## config.mk

```make
export PLATFORM = sky130hd
export DESIGN_NAME = phy_rx_serial_align
export DESIGN_NICKNAME = d
export VERILOG_FILES = /design/src/rtl/phy_pkg.sv /design/src/rtl/phy_comma_detect.sv /design/src/rtl/phy_rx_serial_align.sv
export SDC_FILE = /design/constraint.sdc
export NUM_CORES = 1
export LEC_CHECK = 0
export BUFFER_PORTS_ARGS = -buffer_cell sky130_fd_sc_hd__buf_2
export CAP_MARGIN = 10
export CELL_PAD_IN_SITES_DETAIL_PLACEMENT = 0
export CELL_PAD_IN_SITES_GLOBAL_PLACEMENT = 1
export CORE_MARGIN = 2
export CORE_UTILIZATION = 43
export CTS_CLUSTER_SIZE = 12
export DETAILED_ROUTE_END_ITERATION = 10
export GPL_TIMING_DRIVEN = 0
export PLACE_DENSITY_LB_ADDON = 0.1
export SETUP_SLACK_MARGIN = 0.05
export SYNTH_ARGS = -nofsm -noshare
export SYNTH_HDL_FRONTEND = slang
export SYNTH_HIERARCHICAL = 1
export SYNTH_SLANG_ARGS = --single-unit
```

## constraint.sdc

```tcl
create_clock -name clk_32f -period 1.9 [get_ports clk_32f]
set_input_delay 0.19 -clock clk_32f [delete_from_list [all_inputs] [get_ports clk_32f]]
set_output_delay 0.19 -clock clk_32f [all_outputs]
set_load 0.01 [all_outputs]
```

## src/rtl/phy_pkg.sv

```systemverilog
`default_nettype none
// ============================================================================
// Module   : phy_pkg
// Purpose  : Shared PHY constants and receive-FSM state encoding, used by both
//            the transmitter and the receive alignment path.
// Revision : 1.0 - initial release
// ============================================================================
package phy_pkg;

    // Idle / alignment symbol
    localparam logic [7:0] COMMA = 8'hBC;

    // Parallel word width shared with the transmitter
    localparam int WORD_W = 32;

    // Width of the byte-lane index inside a word (4 lanes)
    localparam int BYTE_IDX_W = 2;

    typedef enum logic [1:0] {
        SEARCH  = 2'd0,
        LOCKING = 2'd1,
        ACTIVE  = 2'd2
    } rx_state_t;

endpackage
`default_nettype wire

```

## src/rtl/phy_comma_detect.sv

```systemverilog
`default_nettype none
// ============================================================================
// Module   : phy_comma_detect
// Purpose  : 8-bit serial shift register; presents the byte ending on the
//            current bit and flags when it equals the comma symbol.
// Revision : 1.0 - initial release
// ============================================================================
module phy_comma_detect #(
    parameter logic [7:0] COMMA = phy_pkg::COMMA
) (
    input  logic       clk_32f,
    input  logic       reset,
    input  logic       data_in,
    output logic [7:0] cand,
    output logic       is_comma
);

    logic [7:0] r_sr;

    // Shift in one bit per cycle, MSB first
    always_ff @(posedge clk_32f) begin
        if (reset) begin
            r_sr <= 8'd0;
        end else begin
            r_sr <= {r_sr[6:0], data_in};
        end
    end

    // The candidate includes the bit being sampled this edge
    always_comb begin
        cand     = {r_sr[6:0], data_in};
        is_comma = (cand == COMMA);
    end

endmodule
`default_nettype wire

```

## src/rtl/phy_rx_serial_align.sv

```systemverilog
`default_nettype none
// ============================================================================
// Module   : phy_rx_serial_align
// Purpose  : Serial-to-parallel receive stage. Finds byte alignment on a run
//            of consecutive commas, then reassembles 32-bit words.
// Revision : 1.0 - initial release
// ============================================================================
module phy_rx_serial_align #(
    parameter logic [7:0] COMMA   = phy_pkg::COMMA,
    parameter int         N_COMMA = 4,
    parameter int         WORD_W  = phy_pkg::WORD_W
) (
    input  logic              clk_32f,
    input  logic              reset,
    input  logic              data_in,
    output logic [WORD_W-1:0] data_out,
    output logic              valid_out,
    output logic              active
);

    import phy_pkg::*;

    // bc_cnt value at which the next aligned comma completes the lock run
    localparam logic [3:0] c_BC_LAST     = 4'(N_COMMA - 1);
    // valid_out spans one full word period (32 edges) after a word lands
    localparam logic [4:0] c_HOLD_RELOAD = 5'd31;

    logic [7:0]            w_cand;
    logic                  w_is_comma;
    logic                  w_byte_done;
    logic                  w_word_done;

    rx_state_t             r_state,     w_state;
    logic [2:0]            r_bit_cnt,   w_bit_cnt;
    logic [3:0]            r_bc_cnt,    w_bc_cnt;
    logic [BYTE_IDX_W-1:0] r_byte_idx,  w_byte_idx;
    logic [4:0]            r_hold_cnt,  w_hold_cnt;
    logic [WORD_W-9:0]     r_word,      w_word;
    logic [WORD_W-1:0]     r_data_out,  w_data_out;
    logic                  r_valid_out, w_valid_out;
    logic                  r_active,    w_active;

    phy_comma_detect #(
        .COMMA    (COMMA)
    ) u_comma_detect (
        .clk_32f  (clk_32f),
        .reset    (reset),
        .data_in  (data_in),
        .cand     (w_cand),
        .is_comma (w_is_comma)
    );

    assign w_byte_done = (r_bit_cnt == 3'd7);

    // Next-state: alignment FSM, byte assembly and valid hold timer
    always_comb begin
        w_state     = r_state;
        w_bit_cnt   = r_bit_cnt + 3'd1;
        w_bc_cnt    = r_bc_cnt;
        w_byte_idx  = r_byte_idx;
        w_word      = r_word;
        w_data_out  = r_data_out;
        w_word_done = 1'b0;

        case (r_state)
            SEARCH: begin
                // Any bit offset may hold the comma; the next byte
                // boundary follows 8 edges after this one.
                if (w_is_comma) begin
                    w_bit_cnt = 3'd0;
                    w_bc_cnt  = 4'd1;
                    w_state   = LOCKING;
                end
            end
            LOCKING: begin
                if (w_byte_done) begin
                    if (w_is_comma) begin
                        w_bc_cnt = r_bc_cnt + 4'd1;
                        if (r_bc_cnt == c_BC_LAST) begin
                            w_state    = ACTIVE;
                            w_byte_idx = '0;
                        end
                    end else begin
                        w_bc_cnt = 4'd0;
                        w_state  = SEARCH;
                    end
                end
            end
            ACTIVE: begin
                if (w_byte_done) begin
                    case (r_byte_idx)
                        2'd0: begin
                            // A leading comma is idle fill, not data
                            if (!w_is_comma) begin
                                w_word[23:16] = w_cand;
                                w_byte_idx    = 2'd1;
                            end
                        end
                        2'd1: begin
                            w_word[15:8] = w_cand;
                            w_byte_idx   = 2'd2;
                        end
                        2'd2: begin
                            w_word[7:0] = w_cand;
                            w_byte_idx  = 2'd3;
                        end
                        default: begin
                            w_data_out  = {r_word, w_cand};
                            w_word_done = 1'b1;
                            w_byte_idx  = 2'd0;
                        end
                    endcase
                end
            end
            default: begin
                w_state = SEARCH;
            end
        endcase

        // The counter reaches zero on the 31st edge after a word, so
        // valid_out drops on the 32nd edge unless another word lands there.
        w_valid_out = r_valid_out;
        w_hold_cnt  = r_hold_cnt;
        if (w_word_done) begin
            w_valid_out = 1'b1;
            w_hold_cnt  = c_HOLD_RELOAD;
        end else if (r_hold_cnt != 5'd0) begin
            w_hold_cnt = r_hold_cnt - 5'd1;
        end else begin
            w_valid_out = 1'b0;
        end

        w_active = (w_state == ACTIVE);
    end

    // State and datapath registers
    always_ff @(posedge clk_32f) begin
        if (reset) begin
            r_state     <= SEARCH;
            r_bit_cnt   <= 3'd0;
            r_bc_cnt    <= 4'd0;
            r_byte_idx  <= '0;
            r_hold_cnt  <= 5'd0;
            r_word      <= '0;
            r_data_out  <= '0;
            r_valid_out <= 1'b0;
            r_active    <= 1'b0;
        end else begin
            r_state     <= w_state;
            r_bit_cnt   <= w_bit_cnt;
            r_bc_cnt    <= w_bc_cnt;
            r_byte_idx  <= w_byte_idx;
            r_hold_cnt  <= w_hold_cnt;
            r_word      <= w_word;
            r_data_out  <= w_data_out;
            r_valid_out <= w_valid_out;
            r_active    <= w_active;
        end
    end

    assign data_out  = r_data_out;
    assign valid_out = r_valid_out;
    assign active    = r_active;

endmodule
`default_nettype wire

```

==> run metrics <==
vias=2482; Critical R2R Launch=u_comma_detect/r_sr[5]; unrepaired setup endpoints after global routing=yes; DR vias/cell=4.773; post-synthesis sequential area ratio=0.5194; total wire length=6539 um; Lkg Pwr=1.439 nW; CP max FO=8; synthesized area per cell=8.600 um^2; initial antenna violation count=0; RR Endpoint=r_word[22]; Critical Path Start=u_comma_detect/r_sr[5]; Post-synth EDFFs=0; drc violations=0; critical path capture point type=flop; Worst Tran Pin Value=538.9 ps; fin nets=between 400 and 500; Util after Layout=0.5216; largest net degree at the start of global routing=15; Cell Pwr Density=874.5 nW/um^2; minimum clock period=1811 ps; WL per Instance=12.58 um; clk slew on worst S/H paths=80 ps; critical path arrival=2030 ps; Clock Sinks=between 80 and 90; R2R Setup Slk=90 ps; CTS Root Cell=clkbuf_8; htree depth=3; hold_buf cts=0; Setup TNS=0 ps; number of fill cells=743; asr flop ratio synth=0; CTS tree=yes; total congestion overflow=0; Die ar.=7958 um^2; n_diodes=0; Die W=between 80 and 90 um; clock latency on the worst-skew pair=roughly 350 ps; Max-Cap Viols=0; WP data required=2120 ps; Slew HR=0.6408; VDD IR max=391.1 uV; Syn Std Cell Area=between 3000 and 4000 um^2; Worst Setup EP=r_word[22]; synthesized netlist cell count=roughly 360; synth top area cells=dfxtp_1, nand2_1, a21oi_1; Area Growth Syn to Fin=19.24%; distinct cell type count after synthesis=37; min-delay src=reset; top-area cell type share of the netlist area=0.5194; vias in the first global route=2102; warning count from the yosys run=6; total core area=7137 um^2; Max Fclk=between 0.5 and 0.6 GHz; die height=89.21 um; final setup vio count=0; DRT Pass-1 Iters=4; worst hold path class=input pin to flop; fin crit share=0.9531; post-synthesis register bit count=81; max-slew violations=0; status=complete, no violations; Clock Path Buffers=2; post-route ant nets=0; Total GRT Usage=0.1722; # port buffers=36; Syn Nets=375; WS Path Type=flop to flop; first-pass GRT wire length=10340 um; RD Place Congestion=approximately 0.74; fraction of layout cells with a size suffix above 1=0.2138; FP Rows=31; Initial DRC Count=82; Final HPWL DP=roughly 4500 um; ys flop type=dfxtp_1; R2R cell count=7; # IOs=37; CTS Buf Count=9; critical path launch point type=flop; Final Hold Viols=0; Worst Skew=approximately 13 ps; cell taking the most area after synthesis=dfxtp_1; Initial Util=0.4374
## final cells by class
| cell class | instances | area (um^2) | share of cell area |
|---|---|---|---|
| Inverter | 4 | 15.01 | 0.004034 |
| Buffer | 23 | 156.4 | 0.04202 |
| Clock buffer | 10 | 137.6 | 0.03697 |
| Multi-Input combinational cell | 255 | 1381 | 0.3711 |
| Timing Repair Buffer | 42 | 225.2 | 0.06050 |
| Tap cell | 99 | 123.9 | 0.03328 |
| Sequential cell | 81 | 1639 | 0.4403 |
| Clock inverter | 6 | 43.79 | 0.01176 |
## cells in the final DEF (no fill, tap or decap), types with 7 or more instances in the layout
cell type,Yosys,layout
buf_6,3,7
buf_2,4,40
nor2b_1,12,11
clkbuf_8,0,10
ha_1,9,7
nand2_1,110,110
mux2i_1,12,11
nor2_1,17,16
a21oi_1,59,58
clkbuf_1,9,8
dfxtp_1,81,75
buf_4,7,9
## repair_timing
action	CTS	global route
gates resized for setup	5	18
pin swaps	1	3
endpoints found under the setup margin	26	45
buffers inserted	0	6
## synthesized netlist by cell type, drive strengths merged (2+ instances only)
| cell | n |
|---|---|
| nor3 | 2 |
| nor2b | 13 |
| nor2 | 17 |
| and2 | 5 |
| a21oi | 59 |
| nor3b | 2 |
| ha | 9 |
| o21ai | 3 |
| inv | 4 |
| nand2 | 110 |
| mux2i | 12 |
| dfxtp | 81 |
| buf | 14 |
| nand2b | 4 |
| clkbuf | 9 |
| nand3b | 2 |
## registers in the layout (all words and copies together) (netlist names)
signal / cells
active: 1
data_out: 32
r_bc_cnt: 4
r_bit_cnt: 3
r_byte_idx: 2
r_hold_cnt: 5
r_state: 2
r_word: 24
u_comma_detect/r_sr: 7
valid_out: 1
## stage by stage
step	worst slack, ps	total power, mW	cells	cell area [um^2]	hold WS, ps
after floorplan	227.1	2.086	363	3122	255.8
final	89.20	3.255	520	3722	126.0
after global routing	-16.38	3.422	520	3722	132.5
after global placement	-130.5	2.144	498	3426	415.6
after detailed placement	-155.9	2.151	498	3426	428.5
after CTS	51.03	3.300	514	3626	117.9
## cells by family (layout without fill, tap and decap cells)
group	Yosys count	in the layout	share of synthesized area
AO/OA/AOI/OAI	68	68	0.1154
XOR/XNOR	1	1	0.002806
adder cells (fa/ha/maj)	9	9	0.03607
buffers and inverters	27	85	0.04970
flip-flops	81	81	0.5194
multiplexers	13	13	0.04209
AND/OR/NAND/NOR	164	164	0.2345
## where the power goes
group / switching [mW] / internal (mW)
clock network: 0.631 / 0.512
logic: 0.163 / 0.161
registers: 0.0444 / 1.74
total: 0.838 / 2.42
## how the worst min path moves through the flow
stage,endpoint,depth (start not counted)
floorplan,u_comma_detect/r_sr[6],1
global placement,r_bit_cnt[0],1
detailed placement,r_bit_cnt[0],1
CTS,u_comma_detect/r_sr[6],2
global route,u_comma_detect/r_sr[0],2
finish,u_comma_detect/r_sr[6],2
## worst max-delay path, stage by stage (launching register included)
cell	delay [ps]
dfxtp_4	350
nand4b_1	210
nor4_4	370
buf_4	190
and4b_1	200
buf_6	150
mux2i_1	160
nor2_1	60
## per-layer routing
metal,routed length [um],track usage,part of all wire
met1,3367,0.2499,0.51
met4,77,0.06920,0.012
met2,2903,0.2552,0.44
met3,190,0.02770,0.029
met5,0,0,0
Power figures use the tool's default switching activity.
